`src/rtl/iq_demod_pkg.sv`:
```
// ============================================================================
// Module  : iq_demod_pkg
// Brief   : Shared types, LO constants and the multiplier-free LO mixing helper
// Revision: 1.0 - initial release
// ============================================================================
`default_nettype none

package iq_demod_pkg;

  typedef logic signed [1:0] lo_t;

  typedef enum logic [0:0] {
    IDLE = 1'b0,
    ACC  = 1'b1
  } mix_state_t;

  localparam lo_t LO_POS  = 2'sb01;
  localparam lo_t LO_ZERO = 2'sb00;
  localparam lo_t LO_NEG  = 2'sb11;

  // Callers sign-extend into and truncate out of this fixed width
  localparam int MULT_W = 32;

  // Pass, negate or zero; the unused LO code -2 falls through to zero
  function automatic logic signed [MULT_W-1:0] lo_mult(
    input logic signed [MULT_W-1:0] sample,
    input lo_t                      lo
  );
    logic signed [MULT_W-1:0] r_prod;
    r_prod = '0;
    case (lo)
      LO_POS:  r_prod = sample;
      LO_NEG:  r_prod = -sample;
      default: r_prod = '0;
    endcase
    return r_prod;
  endfunction

endpackage

`default_nettype wire

```
`src/rtl/iq_mac_lane.sv`:
```
// ============================================================================
// Module  : iq_mac_lane
// Brief   : One mixer lane: LO product, window accumulator, dump narrowing.
//           Narrowing saturates when IQ_MIXER_SAT_EN is defined, else wraps.
// Revision: 1.0 - initial release
// ============================================================================
`default_nettype none

module iq_mac_lane
  import iq_demod_pkg::*;
#(
  parameter int DATA_W  = 8,
  parameter int ACC_LEN = 16,
  parameter int OUT_W   = 12
) (
  input  logic                     clk,
  input  logic                     resetn,
  input  logic                     i_clear,
  input  logic                     i_accept,
  input  logic                     i_last,
  input  logic                     i_load,
  input  logic signed [DATA_W-1:0] i_sample,
  input  lo_t                      i_lo,
  output logic signed [OUT_W-1:0]  o_result
);

  localparam int ACC_W = DATA_W + $clog2(ACC_LEN);
  // One guard bit so a full window of most-negative samples times -1 fits
  localparam int SUM_W = ACC_W + 1;

  logic signed [SUM_W-1:0] r_acc;
  logic signed [SUM_W-1:0] w_prod;
  logic signed [SUM_W-1:0] w_sum;
  logic signed [OUT_W-1:0] w_narrow;
  logic signed [OUT_W-1:0] r_result;

  assign w_prod = SUM_W'(lo_mult(MULT_W'(i_sample), i_lo));
  assign w_sum  = r_acc + w_prod;

`ifdef IQ_MIXER_SAT_EN
  localparam logic signed [SUM_W-1:0] c_max = {{(SUM_W-OUT_W+1){1'b0}}, {(OUT_W-1){1'b1}}};
  localparam logic signed [SUM_W-1:0] c_min = {{(SUM_W-OUT_W+1){1'b1}}, {(OUT_W-1){1'b0}}};

  always_comb begin
    w_narrow = w_sum[OUT_W-1:0];
    if (w_sum > c_max)
      w_narrow = c_max[OUT_W-1:0];
    else if (w_sum < c_min)
      w_narrow = c_min[OUT_W-1:0];
  end
`else
  always_comb begin
    w_narrow = w_sum[OUT_W-1:0];
  end
`endif

  always_ff @(posedge clk) begin
    if (resetn)
      r_acc <= '0;
    else if (i_clear)
      r_acc <= '0;
    else if (i_accept)
      r_acc <= i_last ? '0 : w_sum;
  end

  always_ff @(posedge clk) begin
    if (resetn)
      r_result <= '0;
    else if (i_load)
      r_result <= w_narrow;
  end

  assign o_result = r_result;

endmodule

`default_nettype wire

```
`src/rtl/iq_mixer_acc.sv`:
```
// ============================================================================
// Module  : iq_mixer_acc
// Brief   : Quadrature mixer with integrate-and-dump and held-result handshake.
//           Optional macro IQ_MIXER_SAT_EN selects saturating output narrowing.
// Revision: 1.0 - initial release
// ============================================================================
`default_nettype none

module iq_mixer_acc
  import iq_demod_pkg::*;
#(
  parameter int DATA_W  = 8,
  parameter int ACC_LEN = 16,
  parameter int OUT_W   = 12
) (
  input  logic                     clk,
  input  logic                     resetn,
  input  logic                     enable,
  input  logic signed [DATA_W-1:0] in_sample,
  input  logic                     in_valid,
  input  logic signed [1:0]        lo_cos,
  input  logic signed [1:0]        lo_sin,
  output logic signed [OUT_W-1:0]  i_out,
  output logic signed [OUT_W-1:0]  q_out,
  output logic                     out_valid,
  input  logic                     out_ready,
  output logic                     overrun,
  output logic                     lo_err
);

  localparam int  CNT_W  = (ACC_LEN > 1) ? $clog2(ACC_LEN) : 1;
  localparam lo_t c_lo_bad = 2'sb10;

  mix_state_t       r_state;
  mix_state_t       w_state_nxt;
  logic [CNT_W-1:0] r_cnt;
  logic             r_out_valid;
  logic             r_overrun;
  logic             r_lo_err;
  logic             w_acc_active;
  logic             w_accept;
  logic             w_last;
  logic             w_dump;
  logic             w_load;
  logic             w_clear;

  always_ff @(posedge clk) begin
    if (resetn)
      r_state <= IDLE;
    else
      r_state <= w_state_nxt;
  end

  always_comb begin
    w_state_nxt = r_state;
    case (r_state)
      IDLE:    if (enable)  w_state_nxt = ACC;
      ACC:     if (!enable) w_state_nxt = IDLE;
      default: w_state_nxt = IDLE;
    endcase
  end

  always_comb begin
    w_acc_active = (r_state == ACC);
  end

  assign w_accept = w_acc_active && in_valid;
  assign w_last   = (r_cnt == CNT_W'(ACC_LEN - 1));
  assign w_dump   = w_accept && w_last;
  // A dump only lands if the output slot is free or being drained this cycle
  assign w_load   = w_dump && (!r_out_valid || out_ready);
  assign w_clear  = !enable;

  always_ff @(posedge clk) begin
    if (resetn)
      r_cnt <= '0;
    else if (w_clear)
      r_cnt <= '0;
    else if (w_accept)
      r_cnt <= w_last ? '0 : r_cnt + CNT_W'(1);
  end

  always_ff @(posedge clk) begin
    if (resetn) begin
      r_out_valid <= 1'b0;
      r_overrun   <= 1'b0;
    end else if (w_dump) begin
      if (w_load)
        r_out_valid <= 1'b1;
      else
        r_overrun <= 1'b1;
    end else if (r_out_valid && out_ready) begin
      r_out_valid <= 1'b0;
    end
  end

  always_ff @(posedge clk) begin
    if (resetn)
      r_lo_err <= 1'b0;
    else if (w_accept && (lo_cos == c_lo_bad || lo_sin == c_lo_bad))
      r_lo_err <= 1'b1;
  end

  iq_mac_lane #(
    .DATA_W (DATA_W),
    .ACC_LEN(ACC_LEN),
    .OUT_W  (OUT_W)
  ) u_lane_i (
    .clk     (clk),
    .resetn  (resetn),
    .i_clear (w_clear),
    .i_accept(w_accept),
    .i_last  (w_last),
    .i_load  (w_load),
    .i_sample(in_sample),
    .i_lo    (lo_cos),
    .o_result(i_out)
  );

  iq_mac_lane #(
    .DATA_W (DATA_W),
    .ACC_LEN(ACC_LEN),
    .OUT_W  (OUT_W)
  ) u_lane_q (
    .clk     (clk),
    .resetn  (resetn),
    .i_clear (w_clear),
    .i_accept(w_accept),
    .i_last  (w_last),
    .i_load  (w_load),
    .i_sample(in_sample),
    .i_lo    (lo_sin),
    .o_result(q_out)
  );

  assign out_valid = r_out_valid;
  assign overrun   = r_overrun;
  assign lo_err    = r_lo_err;

endmodule

`default_nettype wire

```
`config.mk`:
```
export PLATFORM = sky130hd
export DESIGN_NAME = iq_mixer_acc
export DESIGN_NICKNAME = d
export VERILOG_FILES = /design/src/rtl/iq_demod_pkg.sv /design/src/rtl/iq_mac_lane.sv /design/src/rtl/iq_mixer_acc.sv
export SDC_FILE = /design/constraint.sdc
export NUM_CORES = 1
export LEC_CHECK = 0
export BUFFER_PORTS_ARGS = -buffer_cell sky130_fd_sc_hd__buf_2
export CORE_MARGIN = 1
export CORE_UTILIZATION = 25
export DETAILED_ROUTE_END_ITERATION = 8
export GPL_ROUTABILITY_DRIVEN = 0
export PLACE_DENSITY_LB_ADDON = 0.3
export SLEW_MARGIN = 5
export SYNTH_ARGS = -nofsm -noshare
export SYNTH_HDL_FRONTEND = slang
export SYNTH_HIERARCHICAL = 1
export SYNTH_SLANG_ARGS = --single-unit
```
`constraint.sdc`:
```
create_clock -name clk -period 3.16 [get_ports clk]
set_input_delay 0.158 -clock clk [delete_from_list [all_inputs] [get_ports clk]]
set_output_delay 0.158 -clock clk [all_outputs]
set_load 0.02 [all_outputs]
```
==> impl_metrics.toml, run 1 <==
[setup_path]
worst-endpoint-arrival_ns = 3.02
cp-end-kind = "register"
reg2reg_slack_ns = 0.94
crit_buf_inv = 2
path_max_fanout = 6
crit_chain = "buf_2, inv_1, ha_1, nand2b_1, or4_1, nand2_1, xnor2_1, and2_1, ha_1, a21oi_2, o21ai_1, a221o_1, o21a_1, or3_1, a311oi_2"
setup.worst_path.class = "in2reg"
required_ns = 3.38
cp_slowest_cell = "or4_1"
path_common_cell = "ha_1"
crit_path_max_incr_delay_ns = 0.42
cpLargestDelayFamily = "simple AND/OR/NAND/NOR gates"
cp-start-kind = "input pin"

[cts]
h-tree-depth = 2
root_buffer = "clkbuf_16"
cts_hold_buf = 0
ctsResizeCount = 0
post_cts_buffers = 0
clk_pin_slew_ns = 0.07
clock_latency_ns = 0.30
cts_inserted_buffers = 5
cts_sinks = 56
cts_buffer_depth = 2
cts_tree = "yes"

[outcome]
status = "finished, final reports clean"

[placement]
dpl_cell_area_um2 = 4070
port_buffers = 43
hpwlAfterDp_um = 6880

[layout]
fin_util_pct = 30.2
antenna_cells = 0
drive_above_1_share_pct = 15.4
fin_area_um2 = 4240
syn2layout_area_growth_pct = 16.6
finalNetCount = 531

[yosys]
yosysSeqAreaShare_pct = 30.8
synth_edf_count = 0
syn_avg_cell_area_um2 = 8.17
synth.most_common_cell = "dfxtp_1"
yosysUniqueCellTypes = 58
netlist_top_cells_area = "dfxtp_1 31%, ha_1 8.6%, nor2_1 4.9%"
yosysWarningCount = 6
synth_common_cells = "56 x dfxtp_1, 47 x nor2_1, 31 x a21oi_1, 31 x nand2_1, 25 x ha_1"
yosys_register_bits = 56
async_flop_share_pct = 0
yosysTopAreaCellShare_pct = 30.8
netlist_instances = 445
mappedNetlistArea_um2 = 3640
syn_nets = 489
ys.flop_type = "dfxtp_1"
synth_top_cell_by_area = "dfxtp_1"

[grt]
grt_pass1_wl_um = 15100
grt_antenna_before_repair = 0
grt_max_degree = 28
grt_use_total_pct = 12.7
grt_pass1_vias = 3112
grt_overflow_total = 0

[routing]
route.detailed.drc = 0
via_count = 3147
viasPerCell = 4.71
wl_um = 8920
ant_nets = 0
drt_iter0_drc = 92
wl_per_cell_um = 13.4
first_pass_iters = 4

[floorplan]
die_area_um2 = 15000
core_um2 = 14000
start_util_pct = 25.9
die_w_um = 123
ioPinCount = 44
fp-row-count = 43
die_y_um = 123

[timing]
drv_slew = 0
relSlewSlack_pct = 61.4
holdWs_ns = 0.171
fin_crit_ns = 2.80
hold_violations = 0
fin_tns_setup_ns = 0
worstMarginPinSlew_ns = 0.577
finClkSkew_ns = 0.00782
setup_viol = 0
fmax_mhz = 357
fin_crit_sh_pct = 88.7
rsz0062_at_grt = "no"

[hold_path]
hp-class = "in2reg"

[power]
power_density_nw_per_um2 = 365
irDropWorstVdd_mv = 0.189
p_leak_nw = 1.73

[flow_run]
cap_violations = 0
## cell families after synthesis
logic type	share of synthesized area, %
adders and majority gates	9.70
muxes	3.89
DFF	30.8
buffers and inverters	4.13
xor gates and xnor gates	6.50
AOI/OAI and AO/OA	19.6
and+or+nand+nor	25.4
## path summary, 6_finish.rpt
check	from	endpoint	depth (start not counted)
max	in_sample[1]	u_lane_i/o_result[11]	15
min	resetn	u_lane_i/o_result[2]	2
min reg2reg	lo_err	lo_err	2
max reg2reg	u_lane_q/r_acc[0]	u_lane_q/o_result[10]	9
## area by class of cell
| cell class | count | area (um^2) |
|---|---|---|
| inverter | 21 | 78.8 |
| multi-input combinational | 352 | 2370 |
| clock inverter | 3 | 42.5 |
| sequential | 56 | 1120 |
| fill | 1525 | 9800 |
| clock buffer | 5 | 125 |
| timing repair buffer | 51 | 275 |
| tap | 180 | 225 |
## flip-flops by register name (all words and copies together) (netlist names)
signal,cells
u_lane_i/o_result,12
u_lane_i/r_acc,12
u_lane_q/o_result,12
u_lane_q/r_acc,12
r_cnt,4
lo_err,1
out_valid,1
overrun,1
r_state,1
## metal layers
metal  routed length, um  up-vias  part of all wire, %  GRT usage, %
li1                    -     1631                    -             -
met1                4270     1462                   48          15.9
met2                4250       47                   48          22.3
met3                 278        7                  3.1          2.09
met4                 116        0                  1.3          3.66
met5                   0        -                    0             0
## per-stage QoR
step / setup slack (ns) / total power, mW / cells
4_1_cts: 0.375 / 1.59 / 668
2_1_floorplan: 0.306 / 0.873 / 445
3_3_place_gp: 0.0874 / 0.928 / 660
3_5_place_dp: 0.0580 / 0.932 / 660
6_report: 0.358 / 1.55 / 668
5_1_grt: 0.117 / 1.63 / 668
## power by group
group | switching [mW] | total, mW | internal, mW
combinational | 0.119 | 0.202 | 0.0837
clock | 0.262 | 0.635 | 0.373
sequential | 0.00287 | 0.712 | 0.710
total | 0.383 | 1.55 | 1.17
## cells in the final DEF (no fill, tap or decap), types with 8 or more instances in the layout
master / netlist / routed
nor2b_1: 22 / 22
mux2i_1: 13 / 13
nand2_1: 31 / 31
inv_1: 20 / 20
dfxtp_1: 56 / 56
xnor2_1: 20 / 20
ha_1: 25 / 25
buf_2: 3 / 43
nand2b_1: 20 / 20
o21ai_0: 20 / 20
nand3_1: 11 / 11
nor2_1: 47 / 46
a21oi_1: 31 / 31
buf_4: 0 / 8
and2_1: 14 / 14
o21a_1: 13 / 13
Power figures use the tool's default switching activity.
==> run 2: changes to the inputs <==
clock period = 2.2 ns   (was 3.16 ns; I/O delays follow)
==> impl_metrics.toml, run 2 (same netlist as run 1, synthesis figures left out) <==
[outcome]
status = "finished with violations"
failed_checks = "setup timing"

[power]
power_density_nw_per_um2 = 423
total_power_mw = 2.35
p_leak_nw = 2.26
irDropWorstVdd_mv = 0.338

[cts]
clock_latency_ns = 0.31
root_buffer = "clkbuf_16"
h-tree-depth = 2
cts_inserted_buffers = 5
cts_buffer_depth = 2
clk_pin_slew_ns = 0.08
cts_tree = "yes"
cts_sinks = 56

[layout]
fillCellCount = 1380
antenna_cells = 0
layout_common_cells = "75 x buf_4, 56 x dfxtp_1, 42 x nor2_1"
mostFrequentLayoutCell = "buf_4"
final_cells = 749
finalNetCount = 612
drive_above_1_share_pct = 42.7
fin_util_pct = 39.5
syn2layout_area_growth_pct = 52.6
fin_area_um2 = 5550

[flow_run]
cap_violations = 0

[floorplan]
fp-row-count = 43
die_w_um = 123
start_util_pct = 25.9
die_area_um2 = 15000
die_y_um = 123
ioPinCount = 44
core_um2 = 14000

[setup_path]
path_max_fanout = 3
r2r-start = "u_lane_q/r_acc[0]"
cp_num_cells = 15
cp_slowest_cell = "or4_4"
cp-end-kind = "register"
cp-start-kind = "input pin"
worst-endpoint-arrival_ns = 2.80
crit_buf_inv = 2
worstReg2RegEnd = "u_lane_q/o_result[10]"
rr_worst_depth = 9
reg2reg_slack_ns = 0
startpoint = "in_sample[0]"
required_ns = 2.43
crit_chain = "buf_12, inv_12, ha_4, nand2b_4, or4_4, nand2_2, xnor2_1, and2_1, ha_4, a21oi_4, o21ai_2, a221o_1, o21a_1, or3_4, a311oi_2"
cpLargestDelayFamily = "simple AND/OR/NAND/NOR gates"
crit_path_max_incr_delay_ns = 0.43
setup.worst_path.class = "in2reg"
path_common_cell = "ha_4"

[routing]
first_pass_iters = 4
drt_iter0_drc = 122
wl_per_cell_um = 14.1
viasPerCell = 4.73
route.detailed.drc = 0
ant_nets = 0
wl_um = 10600
via_count = 3545

[timing]
hold_violations = 0
finClkSkew_ns = 0.00607
drv_slew = 0
fmax_mhz = 389
setup_viol = 24
fin_crit_sh_pct = 117
rsz0062_at_grt = "yes"
fin_tns_setup_ns = -3.68
worstMarginPinSlew_ns = 0.451
relSlewSlack_pct = 69.8
holdWs_ns = 0.120
setup_slack_ns = -0.372
fin_crit_ns = 2.57

[placement]
place_ws_ns = -0.849
dp_cells = 728
port_buffers = 43
hpwlAfterDp_um = 7690
dpl_cell_area_um2 = 4750

[grt]
grt_overflow_total = 0
grt_max_degree = 34
grt_pass1_wl_um = 17500
grt_use_total_pct = 14.9
grt_pass1_vias = 3685
grt_antenna_before_repair = 0

[hold_path]
hp-start = "enable"
worstHoldPathCells = 3
min_delay_worst_endpoint = "r_state"
hp-class = "in2reg"
-- run 2: area by class of cell --
| class | instances | area (um^2) | area share [%] |
|---|---|---|---|
| Clock inverter | 3 | 23.8 | 0.428 |
| Clock buffer | 5 | 125 | 2.25 |
| Inverter | 21 | 104 | 1.87 |
| Multi-Input combinational cell | 352 | 2980 | 53.7 |
| Tap cell | 180 | 225 | 4.06 |
| Timing Repair Buffer | 132 | 970 | 17.5 |
| Sequential cell | 56 | 1120 | 20.2 |
-- run 2: worst max-delay path by stage --
stage	to	slack, ns
2_1_floorplan	u_lane_i/o_result[11]	-0.58
3_3_place_gp	u_lane_i/o_result[11]	-0.77
3_5_place_dp	u_lane_i/o_result[11]	-0.85
4_1_cts	u_lane_i/o_result[11]	-0.36
5_1_grt	u_lane_i/o_result[11]	-0.48
6_report	u_lane_i/o_result[11]	-0.37
-- run 2: worst register-to-register path, cell delays in order, from the launching register on --
cell and delay (ns):
dfxtp_1 0.34, ha_1 0.19, inv_1 0.06, fa_1 0.38, nor2b_1 0.16, o31a_1 0.23, nor3_2 0.07, o31ai_4 0.28
nor3_1 0.07, a311o_1 0.32
-- run 2: per-layer routing --
| layer | GRT usage [%] | vias up | share of wire [%] |
|---|---|---|---|
| met4 | 4.12 | 0 | 0.93 |
| met5 | 0 | - | 0 |
| met3 | 3.44 | 9 | 3.4 |
| li1 | - | 1796 | - |
| met1 | 17.9 | 1691 | 45 |
| met2 | 26.4 | 49 | 51 |
-- run 2: power breakdown --
part           internal, mW  switching, mW
combinational         0.253          0.245
sequential             1.02        0.00511
clock                 0.425          0.403
total                  1.70          0.653
-- run 2: repair_timing --
item,in CTS,in global routing
setup buffers,10,4
cloned,0,0
pin swaps,43,24
endpoints found under the setup margin,28,28
resized for setup,86,30
hold buffers,0,0
==> run 3: changes to the inputs <==
CORE_MARGIN = 4   (was 1)
CORE_UTILIZATION = 45   (was 25)
==> impl_metrics.toml, run 3 (same netlist as run 1, synthesis figures left out) <==
[power]
total_power_mw = 2.16
switching_share_pct = 26.8
irDropWorstVdd_mv = 0.258
combPwrFrac_pct = 20.9
switchingPower_mw = 0.579
p_clk_share_pct = 31.6
power_density_nw_per_um2 = 423
p_leak_nw = 2.11
seq_power_share_pct = 47.5
internal_power_mw = 1.58

[grt]
grt_pass1_wl_um = 16000
grt_use_total_pct = 20.0
grt_max_degree = 33
grt_overflow_total = 0
grt_pass1_vias = 3482
grt_antenna_before_repair = 0

[setup_path]
worst-endpoint-arrival_ns = 2.78
setup.worst_path.class = "in2reg"
crit_buf_inv = 2
worstReg2RegEnd = "u_lane_q/o_result[10]"
r2r-start = "u_lane_q/r_acc[0]"
cp_slowest_cell = "or4_4"
reg2reg_slack_ns = -0.17
crit_path_max_incr_delay_ns = 0.42
crit_chain = "buf_12, inv_12, ha_4, nand2b_4, or4_4, nor2_1, nor2_1, o21a_1, ha_4, a21oi_2, o21ai_2, a221o_1, o21a_1, or3_4, a311oi_2"
cp_num_cells = 15
cpLargestDelayFamily = "compound AO/OA/AOI/OAI gates"
rr_worst_depth = 10
required_ns = 2.44
cp-end-kind = "register"
cp-start-kind = "input pin"
path_max_fanout = 3
startpoint = "in_sample[0]"

[cts]
cts_sinks = 56
root_buffer = "clkbuf_8"
cts_inserted_buffers = 5
clock_latency_ns = 0.31
clk_pin_slew_ns = 0.10
cts_buffer_depth = 2
h-tree-depth = 2
cts_tree = "yes"

[routing]
route.detailed.drc = 0
via_count = 3529
ant_nets = 0
wl_per_cell_um = 15.3
drt_iter0_drc = 105
viasPerCell = 5.42
wl_um = 9950
first_pass_iters = 4

[layout]
finalNetCount = 592
layout_common_cells = "65 x buf_4, 56 x dfxtp_1, 45 x nor2_1"
drive_above_1_share_pct = 38.3
antenna_cells = 0
fillCellCount = 669
mostFrequentLayoutCell = "buf_4"
syn2layout_area_growth_pct = 40.2

[flow_run]
cap_violations = 0

[placement]
port_buffers = 43
place_ws_ns = -0.868
hpwlAfterDp_um = 6860

[floorplan]
die_area_um2 = 9590
ioPinCount = 44
die_y_um = 97.9
core_um2 = 7810
fp-row-count = 32
die_w_um = 97.9
start_util_pct = 46.6

[hold_path]
hp-class = "in2reg"
hp-start = "enable"
worstHoldPathCells = 3
min_delay_worst_endpoint = "r_state"

[timing]
setup_viol = 16
fin_crit_ns = 2.54
drv_slew = 0
rsz0062_at_grt = "yes"
worstMarginPinSlew_ns = 0.436
hold_violations = 0
fmax_mhz = 394
fin_crit_sh_pct = 115
relSlewSlack_pct = 70.8
setup_slack_ns = -0.340
finClkSkew_ns = 0.00674

[outcome]
failed_checks = "setup timing"
status = "finished with violations"
## run 3: cell types whose count changed in the layout (fill, tap and decap cells not counted), sizes merged
cell	before	now
buf	132	110
bufinv	0	1
clkbuf	5	6
clkinvlp	2	1
dlygate4sd3	0	1
## run 3: worst max-delay path by stage
stage                                  to  slack, ns
floorplan           u_lane_i/o_result[11]      -0.58
global placement    u_lane_i/o_result[11]      -0.77
detailed placement  u_lane_i/o_result[11]      -0.87
CTS                 u_lane_i/o_result[11]      -0.36
global route        u_lane_i/o_result[11]      -0.43
finish              u_lane_i/o_result[11]      -0.34
## run 3: worst register-to-register path, cell delays in order (launching register included)
cell,delay [ns]
dfxtp_1,0.35
ha_1,0.19
inv_1,0.07
fa_1,0.38
nor2b_1,0.20
o31a_1,0.22
nor3_2,0.08
o31ai_4,0.27
buf_4,0.15
nor3_1,0.04
a311o_1,0.32
## run 3: what timing repair did
item / in CTS / in global routing
hold buffers: 1 / 0
setup endpoints to repair: 23 / 24
gates resized for setup: 40 / 47
setup buffers: 3 / 2
pin swaps: 23 / 25
hold endpoints to repair: 1 / 0
## run 3: power by group through the flow
stage	registers [mW]	logic, mW	clock network, mW
floorplan	1.05	0.227	0
global placement	1.05	0.364	0
detailed placement	1.05	0.373	0
CTS	1.02	0.412	0.703
global route	1.03	0.490	0.738
finish	1.02	0.451	0.681
## run 3: through the flow
| step | std cells | setup TNS (ns) | utilization [%] | hold slack [ns] | cell area [um^2] |
|---|---|---|---|---|---|
| detailed placement | 637 | -13.16 | 58.1 | 0.339 | 4530 |
| finish | 651 | -2.44 | 65.3 | 0.112 | 5100 |
| global placement | 637 | -11.99 | 58.1 | 0.334 | 4530 |
| CTS | 649 | -2.09 | 62.7 | 0.104 | 4890 |
| floorplan | 445 | -1.22 | - | 0.179 | 3790 |
| global route | 651 | -3.87 | 65.3 | 0.115 | 5100 |
## run 3: area by class of cell
type | instances | area (um^2) | share of cell area, %
Sequential cell | 56 | 1120 | 22.0
Multi-Input combinational cell | 352 | 2870 | 56.2
Clock inverter | 3 | 42.5 | 0.834
Clock buffer | 5 | 68.8 | 1.35
Inverter | 21 | 104 | 2.04
Tap cell | 102 | 128 | 2.50
Timing Repair Buffer | 112 | 771 | 15.1
## run 3: routing by layer
layer / track usage, % / wire length (um)
met5: 0 / 0
met1: 23.7 / 4420
met3: 4.29 / 330
met4: 4.26 / 87
met2: 36.9 / 5120
